**src/rtl/mem_r_ctrl.sv**
```systemverilog
// mem_r_ctrl: read-side sequencer for a 4-stage, 16-point FFT.
// Each stage issues 16 natural-order reads from its own bank followed by
// (CNT-16) idle cycles, then advances. A start pulse is handed to the
// downstream write controller LAT-1 cycles into stage 1 so that its first
// write lines up with the first butterfly result.
module mem_r_ctrl #(
  parameter int CNT = 20,  // cycles per stage (16 reads + idle tail)
  parameter int LAT = 3    // RADDR-to-first-result latency, 1..CNT-1
) (
  input  logic       iCLK,
  input  logic       iRSTn,
  input  logic       iStart_R,
  input  logic       iCLR,
  output logic       oEN_RC,
  output logic [6:0] RADDR,
  output logic [1:0] oStage,
  output logic       oStart_W,
  output logic       oBusy,
  output logic       oDone
);

  typedef enum logic [2:0] {
    IDLE = 3'b000,
    RD1  = 3'b001,
    RD2  = 3'b010,
    RD3  = 3'b011,
    RD4  = 3'b100
  } state_t;

  state_t     state;
  logic [4:0] count;
  logic       lastCnt;

  assign lastCnt = (count == 5'(CNT - 1));

  // Sequencer state and per-stage cycle counter; clear beats start.
  // NOTE: state registers use non-blocking (<=) so every flop samples the
  // pre-edge values; blocking here would create order-dependent races.
  always_ff @(posedge iCLK or negedge iRSTn) begin
    if (!iRSTn) begin
      state <= IDLE;
      count <= '0;
    end else if (iCLR) begin
      state <= IDLE;
      count <= '0;
    end else begin
      case (state)
        IDLE: begin
          count <= '0;
          if (iStart_R) state <= RD1;
        end
        RD1: begin
          count <= lastCnt ? 5'd0 : count + 5'd1;
          if (lastCnt) state <= RD2;
        end
        RD2: begin
          count <= lastCnt ? 5'd0 : count + 5'd1;
          if (lastCnt) state <= RD3;
        end
        RD3: begin
          count <= lastCnt ? 5'd0 : count + 5'd1;
          if (lastCnt) state <= RD4;
        end
        RD4: begin
          count <= lastCnt ? 5'd0 : count + 5'd1;
          if (lastCnt) state <= IDLE;
        end
        default: begin
          // Unused encodings recover to idle.
          state <= IDLE;
          count <= '0;
        end
      endcase
    end
  end

  logic       active;
  logic [1:0] stageIdx;

  // Decode the active stage index straight from the state register.
  // NOTE: every always_comb output gets a default first so no path leaves
  // it unassigned, which would otherwise infer a latch.
  always_comb begin
    active   = 1'b0;
    stageIdx = 2'd0;
    case (state)
      RD1: begin active = 1'b1; stageIdx = 2'd0; end
      RD2: begin active = 1'b1; stageIdx = 2'd1; end
      RD3: begin active = 1'b1; stageIdx = 2'd2; end
      RD4: begin active = 1'b1; stageIdx = 2'd3; end
      default: begin active = 1'b0; stageIdx = 2'd0; end
    endcase
  end

  // Outputs follow state and counter with no added pipeline delay.
  always_comb begin
    oBusy    = active;
    oStage   = stageIdx;
    oEN_RC   = active && (count < 5'd16);
    RADDR    = active ? {1'b0, stageIdx, count[3:0]} : 7'd0;
    oStart_W = (state == RD1) && (count == 5'(LAT - 1));
    oDone    = (state == RD4) && lastCnt;
  end

endmodule
```
**config.mk**
```make
export PLATFORM = sky130hd
export DESIGN_NAME = mem_r_ctrl
export DESIGN_NICKNAME = d
export VERILOG_FILES = /design/src/rtl/mem_r_ctrl.sv
export SDC_FILE = /design/constraint.sdc
export NUM_CORES = 1
export LEC_CHECK = 0
export BUFFER_PORTS_ARGS = -buffer_cell sky130_fd_sc_hd__buf_4
export CORE_AREA = 2 2 39 41
export DETAILED_ROUTE_END_ITERATION = 6
export DIE_AREA = 0 0 41 43
export PLACE_DENSITY = 0.7
export SLEW_MARGIN = 20
export SYNTH_ARGS = -nofsm -noshare
export SYNTH_HDL_FRONTEND = slang
export SYNTH_SLANG_ARGS = --single-unit
```
**constraint.sdc**
```tcl
create_clock -name iCLK -period 3.6 [get_ports iCLK]
set_input_delay 0.36 -clock iCLK [delete_from_list [all_inputs] [get_ports iCLK]]
set_output_delay 0.36 -clock iCLK [all_outputs]
set_load 0.05 [all_outputs]
```
Yosys cells after proc, flatten, opt, wreduce, memory -nomap -nowiden
Index checks and enable logic that the tools add are counted.
{"block": "classes", "order_cmp": 1, "n_reduce_logical": 6, "n_mux": 13, "n_addsub": 1, "eq_ne": 11}
{"op": "two-way mux 3 bit", "count": 6}
{"op": "two-way mux 5 bit", "count": 3}
{"op": "inequality test 3 bit (second input constant)", "count": 5}
{"op": "one-hot mux 3 bit (5 select lines)", "count": 1}
{"op": "equality test 3 x 2 -> 1 bit (second input constant)", "count": 2}
{"op": "two-way mux 6 bit", "count": 1}
{"op": "one-hot mux 2 bit (3 select lines)", "count": 1}
{"op": "adder 5 x 1 -> 5 bit (second input constant)", "count": 1}
{"op": "equality test 5 x 2 -> 1 bit (second input constant)", "count": 1}
{"op": "equality test 5 bit (second input constant)", "count": 1}
{"op": "< comparator 5 bit (second input constant)", "count": 1}
{"op": "AND reduction 5 bit", "count": 1}
{"op": "OR reduction 4 bit", "count": 1}
{"op": "equality test 3 x 1 -> 1 bit (second input constant)", "count": 1}
{"op": "equality test 3 bit (second input constant)", "count": 1}
{"op": "logical AND 1 bit", "count": 3}
{"op": "logical NOT 3 bit", "count": 1}
{"op": "two-way mux 1 bit", "count": 1}
{"block": "word_totals", "regBits": 8, "word_cells": 34, "input_bits": 4, "out_inout_bits": 13}

Depth between registers and ports, before layout
Gate-level depths: netlist of the first run.
{"block": "depth", "depth_word": 4, "ltp_mapped": 5, "depth_no_buf": 4}

Worst setup path after synthesis of the first run
Ideal clock, no wire load.
{"block": "synth_path", "path_type": "reg2out", "from": "register state[2]", "to": "output port oStage[0]", "arrival_time_ps": 1659, "path_buffers": 2, "path_stages_with_launch": 5, "required_ps": 3240, "setup_slack_ps": 1581, "path_cell_list": "dfrtp_1 -> buf_2 -> xnor2_1 -> nor2_1 -> buf_4"}
{"block": "synth_between", "elab_chain_cells": 2, "word_cells_on_any_way": 4, "classes_between": "eq/ne (3); mux (1)"}
{"item": "start: declaration", "line_no": "30", "source": "state_t state;"}
{"item": "start signal: assignment", "line_no": "41", "source": "state <= IDLE;"}
{"item": "start signal: assignment", "line_no": "44", "source": "state <= IDLE;"}
{"item": "start signal: assignment", "line_no": "50", "source": "if (iStart_R) state <= RD1;"}
{"item": "equality test 3 bit or equality test 3 x 2 -> 1 bit (tied branches)", "line_no": "86", "source": "case (state)"}
{"item": "one-hot mux 2 bit (3 select lines) *", "line_no": "86"}
{"item": "end: declaration", "line_no": "16", "source": "output logic [1:0] oStage,"}
Mark *: on every way between the ends. The rest lies on a longest branch, timed or not.

Worst setup path in the final report of the first run
{"block": "layout_path", "from": "register state[1]", "to": "output port RADDR[2]"}
{"block": "layout_between", "elab_chain_cells": 4, "word_cells_on_any_way": 7, "classes_between": "eq/ne (4); mux (2); reduce/logical (1)"}
{"item": "equality test 3 x 1 -> 1 bit (tied with other cells)", "line_no": "86"}
{"item": "OR reduction 4 bit (no source line) *"}
{"item": "two-way mux 1 bit *", "line_no": "86"}
{"item": "two-way mux 6 bit *", "line_no": "100", "source": "RADDR = active ? {1'b0, stageIdx, count[3:0]} : 7'd0;"}
{"item": "end: declaration", "line_no": "15", "source": "output logic [6:0] RADDR,"}
Marked as above.

==> results of run 1 <==
==> registers in the layout (all words and copies together) (netlist names) <==
register,flops
count,5
state,3
==> how the worst max path moves through the flow <==
stage	from	end	slack (ns)
2_1_floorplan	state[2]	oStage[0]	1.58
3_3_place_gp	state[1]	RADDR[1]	1.86
3_5_place_dp	state[1]	RADDR[2]	1.78
4_1_cts	state[1]	RADDR[2]	1.48
5_1_grt	state[1]	RADDR[2]	1.41
6_report	state[1]	RADDR[2]	1.51
==> layout by cell type (no fill, tap or decap), drive strengths merged, types with 3 or more instances in the layout <==
cell and count:
o21ai 4, dfrtp 8, nor2 7, nor4 3, buf 15, inv 4
and2 3, clkbuf 3
==> synthesized netlist by cell type, drive strengths merged, types with 2 or more instances <==
cell type / number / area, µm²
nand3: 2 / 10.0
xor2: 2 / 25.0
inv: 4 / 15.0
nand2: 2 / 7.51
nor4: 3 / 18.8
o21ai: 4 / 20.0
or3: 2 / 12.5
ha: 2 / 25.0
xnor2: 2 / 17.5
buf: 6 / 40.0
and2: 3 / 18.8
nor2: 7 / 33.8
dfrtp: 8 / 200
nor3: 2 / 10.0
==> critical path, stage by stage, from the launching register on <==
cell	delay (ns)
dfrtp_1	0.47
nor2_4	0.18
xor2_2	0.36
inv_2	0.10
and2_1	0.18
buf_4	0.18
==> where the power goes <==
part,total (µW),switching [µW],internal (µW)
sequential,93.8,2.22,91.6
combinational,30.1,20.9,9.19
clock,70.5,32.2,38.3
==> layout make-up <==
type	instances	area (µm²)	share of cell area [%]
inverters	4	15.0	2.14
clock buffers	3	22.5	3.20
well taps	16	20.0	2.85
flip-flops and latches	8	200	28.5
repair buffers	16	123	17.4
multi-input cells	43	323	45.9
==> metal layers <==
layer | vias up | GRT usage (%) | wire, µm
li1 | 232 | - | -
met5 | - | 0 | 0
met3 | 2 | 9.42 | 75
met4 | 0 | 4.00 | 8
met2 | 13 | 24.1 | 553
met1 | 214 | 18.5 | 523
==> timing repair <==
action | in CTS | in global routing
endpoints found under the setup margin | 0 | 0
hold buffers | 1 | 0
buffers inserted | 0 | 0
hold endpoints to repair | 8 | 0
==> cells by family (layout without fill, tap and decap cells) <==
group	after synthesis	after routing	share of synthesized area [%]
other cells	1	1	0.649
xor+xnor	4	4	7.36
simple gates	27	27	31.2
flops	8	8	34.6
compound gates	8	8	10.6
buf+inv	10	23	9.52
fa+ha+maj	2	2	4.33
mux	1	1	1.73
==> per-stage QoR <==
| stage | cells | total power, µW | util (%) | area (µm²) |
|---|---|---|---|---|
| 2_1_floorplan | 61 | 116 | - | 578 |
| 3_3_place_gp | 86 | 124 | 48.5 | 671 |
| 3_5_place_dp | 86 | 125 | 48.5 | 671 |
| 4_1_cts | 90 | 198 | 50.8 | 703 |
| 5_1_grt | 90 | 206 | 50.8 | 703 |
| 6_report | 90 | 194 | 50.8 | 703 |
==> results.txt, run 1 <==
run status: complete, no violations
drt drc: 0
setup ws final: 1.51 ns
worst path required time: 3.24 ns
f_max: 479 MHz
CTS Buf Count: 3
Max-Cap Viols: 0
I/O Buffers: 15
Layout Nets: 82
Core Box Area: 1380 µm²
WL/cell: 12.9 µm
Die Ht: 43 µm
Clock Tree Root: clkbuf_4
CTS tree: done
synthesized flop and latch total: 8
GRT overflow: 0
Leak: 0.000309 µW
Pre-antenna DRT Iters: 2
Most used DFF post-synth: dfrtp_1
critical path class: flop to primary output
asr flop ratio synth: 100%
CP Capture Type: primary output
vias per cell: 5.12
# clock sinks: 8
via count: 461
r2r worst-path depth: 4
HP Class: input pin to flop
CP arrival: 1.73 ns
I/O pin total: 17
Synth Warn #: 0
Slew Limit Fails: 0
wirelength, routed: 1160 µm
Hold Path Stages: 2
P per Cell Area: 277 nW/µm²
post-cts sizing count: 0
GRT Overall Usage: 15.9%
die span in x: 41 µm
syn_area_per_cell: 9.48 µm²
Row Count: 14
endpoints failing hold: 0
detailed placer's ending HPWL: 874 µm
CTS Buffer Depth: 2
final worst path period share: 58.0%
die area: 1760 µm²
Max FO, Critical Path: 8
RR Startpoint: count[0]
GPL Wtd Cong: 0.688
crit path launch type: flop
CTS H-tree depth: 1
vias in the first global route: 428
EDFF count, synth: 0
Worst Hold Endpoint: state[2]
Starting Density: 41.8%
r2r endpoint: state[0]
worst slack, placed: 1.78 ns
Netlist cell types: 33
clock latency on the worst-skew pair: 0.26 ns
Max IR drop VDD: 0.167 mV
Mapped Nets: 67
mapped cell area: 578 µm²
RSZ-0062 raised after global routing: false
ANT cells: 0
sequential area share after synthesis: 34.6%
Hold WS: 0.330 ns
worst min-delay path startpoint: iCLR
global-route wire length before repair: 1840 µm
fill cell count: 134
endpoints failing setup: 0
Detailed Route Iter0 Violations: 2
R2R setup slack: 2.04 ns
setup TNS after final layout: 0 ns
Final Critical Period: 2.09 ns
largest net degree at the start of global routing: 11
Post-DRT Antenna Nets: 0
share of layout cells above drive strength 1: 32.4%
Clock Skew: 0.0117 ns
CTS clock-pin slew for the worst setup and hold paths: 0.06 ns
initial antenna violation count: 0
Gate Count Post-Synth: 61
synth-to-layout area growth: 21.6%
No activity file was read; power rests on OpenSTA's default activity.
==> inputs of run 2 (changes only) <==
==> constraint.sdc (replaced) <==
create_clock -name iCLK -period 2.2 [get_ports iCLK]
set_input_delay 0.22 -clock iCLK [delete_from_list [all_inputs] [get_ports iCLK]]
set_output_delay 0.22 -clock iCLK [all_outputs]
set_load 0.05 [all_outputs]
==> results.txt, run 2 (synthesized netlist as in run 1, its figures left out) <==
run status: complete, no violations
GRT Overall Usage: 16.8%
HP Class: input pin to flop
clock share of power: 36.7%
via count: 487
I/O pin total: 17
GPL Wtd Cong: 0.750
f_max: 540 MHz
Hold WS: 0.188 ns
drt drc: 0
endpoints failing hold: 0
initial antenna violation count: 0
CP arrival: 1.63 ns
most frequent cells in the layout: buf_4 (16), dfrtp_1 (8), nor2_1 (6)
post-cts sizing count: 0
CTS Buffer Depth: 2
Gate power share: 15.9%
RSZ-0062 raised after global routing: false
Post-CTS Setup Inserts: 0
Internal Dissipation: 229 µW
number of flip-flops in the largest register: 5
GRT overflow: 0
final core utilization: 51.4%
clock latency on the worst-skew pair: 0.27 ns
PnR Total Power: 324 µW
final worst path period share: 84.1%
setup ws final: 0.349 ns
switching pwr: 94.8 µW
Pre-antenna DRT Iters: 4
Layout Nets: 83
CTS clock-pin slew for the worst setup and hold paths: 0.06 ns
setup TNS after final layout: 0 ns
detailed placer's ending HPWL: 865 µm
fill cell count: 138
Final Critical Period: 1.85 ns
Sequential Power Share: 47.4%
# clock sinks: 8
most common cell after layout, fill and taps aside: buf_4
vias in the first global route: 400
worst path required time: 1.98 ns
CP Capture Type: primary output
Core Box Area: 1380 µm²
worst slack, placed: 0.631 ns
crit path launch type: flop
endpoints failing setup: 0
Top reg by flops: count
Starting Density: 41.8%
wirelength, routed: 1200 µm
global-route wire length before repair: 1880 µm
vias per cell: 5.35
die area: 1760 µm²
Die Ht: 43 µm
sw frac: 29.3%
P per Cell Area: 456 nW/µm²
Clock Tree Root: clkbuf_4
Detailed Route Iter0 Violations: 5
largest net degree at the start of global routing: 11
Post-DRT Antenna Nets: 0
share of layout cells above drive strength 1: 33.3%
Max FO, Critical Path: 7
CTS Buf Count: 3
ANT cells: 0
critical path class: flop to primary output
Leak: 0.000313 µW
Max IR drop VDD: 0.190 mV
synth-to-layout area growth: 22.9%
Slew Limit Fails: 0
Row Count: 14
Clock Skew: 0.00311 ns
CTS tree: done
die span in x: 41 µm
Max-Cap Viols: 0
Largest regs: count x5, state x3
CTS H-tree depth: 1
I/O Buffers: 15
WL/cell: 13.2 µm
-- run 2: worst max-delay path, stage by stage, from the launching register on --
cell	delay, ns
dfrtp_1	0.48
nor2_4	0.19
xor2_2	0.27
inv_2	0.08
and2_1	0.17
buf_4	0.19
-- run 2: layer usage --
| metal | global-route usage, % | share of wire, % | vias up |
|---|---|---|---|
| met5 | 0 | 0 | - |
| met4 | 12.0 | 3.4 | 0 |
| met3 | 4.71 | 6.2 | 5 |
| met2 | 25.0 | 48 | 17 |
| met1 | 19.6 | 43 | 227 |
| li1 | - | - | 238 |
-- run 2: cell type report --
type	instances	area, µm²	area share, %
inverter	4	15.0	2.11
timing repair buffer	17	130	18.3
tap	16	20.0	2.82
multi-input combinational	43	323	45.4
clock buffer	3	22.5	3.17
sequential	8	200	28.2
-- run 2: metrics by stage --
| stage | cells | cell area, µm² |
|---|---|---|
| 2_1_floorplan | 61 | 578 |
| 3_3_place_gp | 87 | 678 |
| 3_5_place_dp | 87 | 678 |
| 4_1_cts | 91 | 711 |
| 5_1_grt | 91 | 711 |
| 6_report | 91 | 711 |
-- run 2: worst paths after layout --
check                         start  endpoint  slack (ns)  cells after the start
setup / recovery           state[1]  RADDR[3]        0.35                      5
hold / removal                 iCLR  state[2]        0.19                      2
setup reg to reg           count[0]  state[0]        0.65                      4
hold reg to reg            count[0]  count[0]        0.51                      1
max in group asynchronous     iRSTn  count[0]        1.76                      2
min in group asynchronous     iRSTn  state[2]        0.31                      2
-- run 2: what timing repair did --
| action | CTS | global route |
|---|---|---|
| endpoints found under the hold margin | 8 | 0 |
| hold buffers | 1 | 0 |
| endpoints found under the setup margin | 0 | 0 |
-- run 2: power groups by stage --
stage | Clock (µW) | Combinational [µW] | Sequential (µW)
2_1_floorplan | 0 | 34.0 | 155
3_3_place_gp | 0 | 50.1 | 156
3_5_place_dp | 0 | 50.6 | 156
4_1_cts | 122 | 52.2 | 153
5_1_grt | 127 | 55.6 | 154
6_report | 119 | 51.6 | 153
